### config.mk
export PLATFORM = sky130hd
export DESIGN_NAME = mem_arbiter
export DESIGN_NICKNAME = d
export VERILOG_FILES = /design/src/rtl/lc3b_types.sv /design/src/rtl/arbiter_counter.sv /design/src/rtl/mem_arbiter.sv
export SDC_FILE = /design/constraint.sdc
export NUM_CORES = 1
export LEC_CHECK = 0
export BUFFER_PORTS_ARGS = -buffer_cell sky130_fd_sc_hd__buf_2
export CAP_MARGIN = 10
export CORE_AREA = 2 2 282 284
export CTS_CLUSTER_DIAMETER = 120
export DETAILED_ROUTE_END_ITERATION = 8
export DIE_AREA = 0 0 284 286
export GPL_ROUTABILITY_DRIVEN = 0
export PLACE_DENSITY_LB_ADDON = 0.12
export SLEW_MARGIN = 20
export SYNTH_ARGS = -nofsm -noshare
export SYNTH_HDL_FRONTEND = slang
export SYNTH_SLANG_ARGS = --single-unit
### constraint.sdc
create_clock -name clk -period 2.6 [get_ports clk]
set_input_delay 0.52 -clock clk [delete_from_list [all_inputs] [get_ports clk]]
set_output_delay 0.52 -clock clk [all_outputs]
set_load 0.01 [all_outputs]
### src/rtl/lc3b_types.sv
// rtl/lc3b_types.sv - shared LC-3b word/line types and arbiter state encoding
package lc3b_types;

    typedef logic [15:0]  lc3b_word;
    typedef logic [127:0] lc3b_line;

    typedef enum logic [1:0] {
        ARB_IDLE    = 2'd0,
        ARB_SERVE_I = 2'd1,
        ARB_SERVE_D = 2'd2
    } arb_state_t;

    // last_grant encoding: 0 = icache, 1 = dcache
    localparam logic GRANT_I = 1'b0;
    localparam logic GRANT_D = 1'b1;

endpackage

### src/rtl/arbiter_counter.sv
// rtl/arbiter_counter.sv - saturating grant counter with synchronous clear
module arbiter_counter #(
    parameter int CNT_WIDTH = 16
) (
    input  logic                 clk,
    input  logic                 reset,
    input  logic                 clear,
    input  logic                 inc,
    output logic [CNT_WIDTH-1:0] count
);

    always_ff @(posedge clk) begin
        if (reset || clear) begin
            count <= '0;
        end else if (inc && (count != {CNT_WIDTH{1'b1}})) begin
            count <= count + 1'b1;
        end
    end

endmodule

### src/rtl/mem_arbiter.sv
// rtl/mem_arbiter.sv - icache/dcache arbiter onto one shared line memory port
module mem_arbiter
    import lc3b_types::*;
#(
    parameter int CNT_WIDTH = 16
) (
    input  logic                 clk,
    input  logic                 reset,
    input  logic                 i_read,
    input  lc3b_word             i_address,
    output lc3b_line             i_rdata,
    output logic                 i_resp,
    input  logic                 d_read,
    input  logic                 d_write,
    input  lc3b_word             d_address,
    input  lc3b_line             d_wdata,
    output lc3b_line             d_rdata,
    output logic                 d_resp,
    output logic                 mem_read,
    output logic                 mem_write,
    output lc3b_word             mem_address,
    output lc3b_line             mem_wdata,
    input  lc3b_line             mem_rdata,
    input  logic                 mem_resp,
    input  logic                 cnt_clear,
    output logic [CNT_WIDTH-1:0] i_grant_cnt,
    output logic [CNT_WIDTH-1:0] d_grant_cnt
);

    arb_state_t state;
    arb_state_t next_state;
    logic       last_grant;
    logic       d_req;
    logic       grant_i;
    logic       grant_d;

    assign d_req = d_read | d_write;

    // On a tie the side that did not win last time goes first.
    assign grant_d = (state == ARB_IDLE) && d_req && (!i_read || (last_grant == GRANT_I));
    assign grant_i = (state == ARB_IDLE) && i_read && !grant_d;

    always_comb begin
        next_state = state;
        case (state)
            ARB_IDLE: begin
                if (grant_d) begin
                    next_state = ARB_SERVE_D;
                end else if (grant_i) begin
                    next_state = ARB_SERVE_I;
                end
            end
            ARB_SERVE_I, ARB_SERVE_D: begin
                if (mem_resp) begin
                    next_state = ARB_IDLE;
                end
            end
            default: next_state = ARB_IDLE;
        endcase
    end

    always_ff @(posedge clk) begin
        if (reset) begin
            state      <= ARB_IDLE;
            last_grant <= GRANT_I;
        end else begin
            state <= next_state;
            if (grant_d) begin
                last_grant <= GRANT_D;
            end else if (grant_i) begin
                last_grant <= GRANT_I;
            end
        end
    end

    always_comb begin
        mem_read    = 1'b0;
        mem_write   = 1'b0;
        mem_address = d_address;
        mem_wdata   = d_wdata;
        case (state)
            ARB_SERVE_I: begin
                mem_read    = 1'b1;
                mem_address = i_address;
            end
            ARB_SERVE_D: begin
                mem_read  = d_read;
                mem_write = d_write;
            end
            default: ;
        endcase
    end

    assign i_resp  = mem_resp && (state == ARB_SERVE_I);
    assign d_resp  = mem_resp && (state == ARB_SERVE_D);
    assign i_rdata = mem_rdata;
    assign d_rdata = mem_rdata;

    arbiter_counter #(.CNT_WIDTH(CNT_WIDTH)) u_i_cnt (
        .clk   (clk),
        .reset (reset),
        .clear (cnt_clear),
        .inc   (grant_i),
        .count (i_grant_cnt)
    );

    arbiter_counter #(.CNT_WIDTH(CNT_WIDTH)) u_d_cnt (
        .clk   (clk),
        .reset (reset),
        .clear (cnt_clear),
        .inc   (grant_d),
        .count (d_grant_cnt)
    );

endmodule

# Word level (Yosys, flattened, before mapping)
# Cells that the tools add are included.
[op_classes]
n_bitwise = 2
n_addsub = 2
n_mux = 9
reduce_logical = 16
n_eq_ne = 6
[ops]
columns = ["operator", "count"]
rows = [
  ["16-bit by 1-bit adder with 16-bit output (second input constant)", 2],
  ["16-bit inequality test (second input constant)", 2],
  ["16-bit 2-to-1 mux", 1],
  ["1-bit logical AND", 8],
  ["2-bit 2-to-1 mux", 3],
  ["2-bit case mux with 2 select lines", 1],
  ["1-bit 2-to-1 mux", 3],
  ["3-bit by 2-bit inequality test with 1-bit output (second input constant)", 1],
  ["2-bit by 1-bit equality test with 1-bit output (second input constant)", 1],
  ["2-bit equality test (second input constant)", 1],
  ["1-bit logical NOT", 2],
  ["2-bit logical NOT", 1],
  ["1-bit logical OR", 2],
  ["2-bit inequality test (second input constant)", 1],
  ["1-bit case mux with 2 select lines", 1],
  ["2-bit AND reduction", 1],
  ["2-bit nonzero test", 1],
  ["2-bit OR reduction", 1],
  ["1-bit NOT", 1],
  ["1-bit bitwise OR", 1],
]
[word_totals]
out_inout_bits = 436
word_cells = 39
register_bits = 35
input_bits = 295

# Longest topological paths before layout
[depth]
ltp_word = 8
ltp_mapped = 7
depth_no_buf = 6

# By module
# Synthesis repeated with hierarchy kept, for this count alone.
[hier_totals]
hier_cells = 621
area_unflattened_um2 = 5018.6
[modules_own_cells]
columns = ["mod", "seq_area_each_um2", "instances", "area_each_um2", "cells_per_inst"]
rows = [
  ["mem_arbiter", 60.1, 1, 3324.4, 431],
  ["arbiter_counter", 320.3, 2, 847.1, 95],
]

# Worst setup path after synthesis
# Ideal clock, no wire load.
[synth_path]
path_type = "flip-flop to flip-flop"
start = "register u_i_cnt.count[0]"
end = "register u_i_cnt.count[10]"
path_stages_with_launch = 7
slack_ns = 0.476
arrival_time_ns = 2.053
setup_time_ns = 0.070
required_ns = 2.530
period_less_slack_ns = 2.124
n_path_buf = 1
cell_sequence = "dfxtp_1 > ha_1 > nand3_2 > or4_1 > buf_2 > or4_1 > a21oi_1"
[synth_between]
elab_chain_cells = 2
elab_cells_between_ends = 3
cone_classes = "add/sub (1); eq/ne (1); reduce/logical (1)"
[synth_rtl]
columns = ["element", "line_no", "source"]
rows = [
  ["start, declared", "arbiter_counter.sv:9", "output logic [CNT_WIDTH-1:0] count"],
  ["start signal, assigned", "arbiter_counter.sv:16", "count <= count + 1'b1;"],
  ["parallel branches: the longest is 2 deep, another holds 16-bit by 1-bit adder with 16-bit output", "n/a", ""],
]
# Parallel ways; which one is timed is not known.
# A chain may end at the register's enable or synchronous reset.

# Worst setup path after layout
[layout_path]
start = "register u_i_cnt.count[0]"
end = "register u_i_cnt.count[14]"
# Same word-level chain as after synthesis.

==> results.py <==
metrics = {
    "synthesis": {
        "syn-cell-area_um2": 4980,
        "synth_adder_area_share_pct": 1.26,
        "synth.avg_cell_area_um2": 7.89,
        "synth_async_sr_flop_share_pct": 0,
        "ys_ff_latch": 35,
        "synth_xor_area_share_pct": 0,
        "syn-num-nets": 931,
        "synthSimpleGateAreaFrac_pct": 11.8,
        "yosys_warnings": 0,
        "synth_ff_type": "dfxtp_1",
        "ys_seq_area_share_pct": 14.1,
        "synth_compound_area_share_pct": 9.40,
        "synth_cells": 631,
        "synthDistinctLibCells": 45,
        "synthMuxAreaShare_pct": 4.22,
        "synth_edf_count": 0,
        "synth_top_family_by_area": "buffers and inverters",
    },
    "sta": {
        "max_slew.worst_pin.slew_ns": 0.669,
        "rsz0062_at_grt": "no",
        "skew_ns": 0.0107,
        "setup_tns_ns": 0,
        "max_freq_mhz": 447,
        "finalSetupViolations": 0,
        "finalCriticalPeriod_ns": 2.24,
        "hold_violations": 0,
        "slew-limit-headroom_pct": 55.0,
        "setup_slack_ns": 0.364,
        "finalCritPeriodShare_pct": 86.0,
        "finalMaxSlewViolations": 0,
    },
    "floorplan": {
        "die_area_um2": 81200,
        "dieWidth_um": 284,
        "coreArea_um2": 78400,
        "row_count": 103,
        "die_h_um": 286,
        "ios": 731,
        "start_util_pct": 6.36,
    },
    "routing": {
        "viasPerCell": 2.02,
        "via_count": 2820,
        "ant_nets": 0,
        "drtPass1Iterations": 4,
        "wl_per_cell_um": 14.0,
        "drt_iter0_markers": 95,
        "route.detailed.drc": 0,
        "wl_um": 19600,
    },
    "setup_path": {
        "worstSetupEndpoint": "u_i_cnt.count[14]",
        "reg2reg_to": "u_i_cnt.count[14]",
        "crit_path_max_fanout": 7,
        "crit_type": "reg -> reg",
        "timing.rr.start": "u_i_cnt.count[0]",
        "crit_arrival_ns": 2.40,
        "rr_worst_depth": 6,
        "cp-end-kind": "flop",
        "rrSetupSlack_ns": 0.36,
        "crit_start": "u_i_cnt.count[0]",
        "worst_setup_path_start_kind": "flop",
        "required_ns": 2.76,
    },
    "clock_network": {
        "cts_sinks": 35,
        "cts_max_path_buffers": 2,
        "cts.repair.resized": 0,
        "cts_setup_buffers": 0,
        "cts_tree": "built",
        "cts_max_level": 2,
        "insertion_delay_ns": 0.30,
        "cts_root_buffer": "clkbuf_16",
        "cts-buffers-inserted": 5,
        "hold_buffers": 0,
        "path_clk_slew_ns": 0.07,
    },
    "cells_and_area": {
        "layout-drive-gt1-share_pct": 40.6,
        "most-common-layout-cells": "buf_2 (90), dfxtp_1 (35), a21oi_1 (25)",
        "layout-area-overhead-vs-synth_pct": -18.2,
        "nNetsFinal": 644,
        "final_common_cell": "buf_2",
        "fillers": 9372,
    },
    "placed_design": {
        "hpwl_um": 16200,
        "pre_cts_slack_ns": 0.227,
        "port_buffers": 90,
    },
    "power": {
        "powerDensity_nw_per_um2": 356,
        "p_leak_nw": 1.12,
        "vdd_drop_max_v": 0.000212,
    },
    "global_routing": {
        "grt_pass1_wl_um": 26000,
        "grt_use_total_pct": 4.56,
        "antenna_found_initial": 4,
        "grt_pass1_vias": 3096,
        "grt_start_max_net_pins": 25,
        "grt_overflow_total": 0,
    },
    "worst_hold_path": {
        "holdCritPathClass": "reg -> reg",
    },
    "run": {
        "cap_violations": 0,
    },
    "status": {
        "outcome": "finished, final reports clean",
    },
}
[where the power goes]
group,switching [mW],internal (mW)
sequential,0.0112,0.546
clock,0.283,0.355
combinational,0.140,0.113
[Yosys cell counts (all sizes together), types with 7 or more instances]
cell | count | area share, %
buf | 387 | 58
dfxtp | 35 | 14
a21oi | 25 | 2.5
nand2 | 20 | 1.5
mux2 | 16 | 3.6
nand3 | 15 | 1.6
or4 | 15 | 2.3
o31ai | 14 | 2.1
clkbuf | 11 | 0.83
o21ai | 11 | 1.1
nand4 | 10 | 1.3
or3 | 7 | 0.88
[per-stage QoR]
stage | utilization, % | total power [mW] | std cells | instance area, um^2 | hold WS (ns)
2_1_floorplan | - | 1.31 | 631 | 4980 | 0.480
3_5_place_dp | 5.02 | 0.833 | 1387 | 3930 | 0.496
4_1_cts | 5.20 | 1.50 | 1395 | 4070 | 0.504
3_3_place_gp | 5.02 | 0.836 | 1387 | 3930 | 0.492
5_1_grt | 5.20 | 1.55 | 1395 | 4070 | 0.555
6_report | 5.20 | 1.45 | 1396 | 4070 | 0.498
[critical path, cell delays in order, from the launching register on]
cell and delay, ns:
dfxtp_1 0.42, ha_1 0.26, nand3_2 0.16, or4_1 0.62
buf_4 0.20, o311ai_0 0.32, o41ai_1 0.12
[kinds of logic after synthesis]
group / after synthesis
buffers and inverters: 401
AND/OR/NAND/NOR: 101
AO/OA/AOI/OAI: 70
flip-flops: 35
multiplexers: 19
adder cells (fa/ha/maj): 5
[state kept, by name (all words and copies together) (netlist names)]
register / count
last_grant: 1
state: 2
u_d_cnt.count: 16
u_i_cnt.count: 16
[layer usage]
metal	GRT usage [%]	routed length, um	vias up	share of wire (%)
met2	5.96	7490	343	38
met1	4.24	6340	1179	32
met5	0	0	-	0
met4	4.14	1880	0	9.6
met3	4.13	3850	132	20
li1	-	-	1166	-
[area by class of cell]
type | count | area, um^2 | area share [%]
repair buffers | 104 | 568 | 13.9
clock inverters | 2 | 12.5 | 0.307
well taps | 1050 | 1310 | 32.2
inverters | 3 | 11.3 | 0.276
multi-input cells | 195 | 1340 | 32.8
diodes | 1 | 2.50 | 0.0614
clock buffers | 6 | 129 | 3.16
flip-flops and latches | 35 | 701 | 17.2
[worst min path at each step]
stage                        to  slack (ns)             start  cells past startpoint
2_1_floorplan          state[1]        0.48          state[1]                      2
3_5_place_dp   u_d_cnt.count[1]        0.50  u_d_cnt.count[1]                      2
6_report       u_d_cnt.count[1]        0.50  u_d_cnt.count[1]                      2
4_1_cts        u_d_cnt.count[1]        0.50  u_d_cnt.count[1]                      2
5_1_grt                state[1]        0.56             reset                      2
3_3_place_gp   u_d_cnt.count[1]        0.49  u_d_cnt.count[1]                      2
Power figures use the tool's default switching activity.
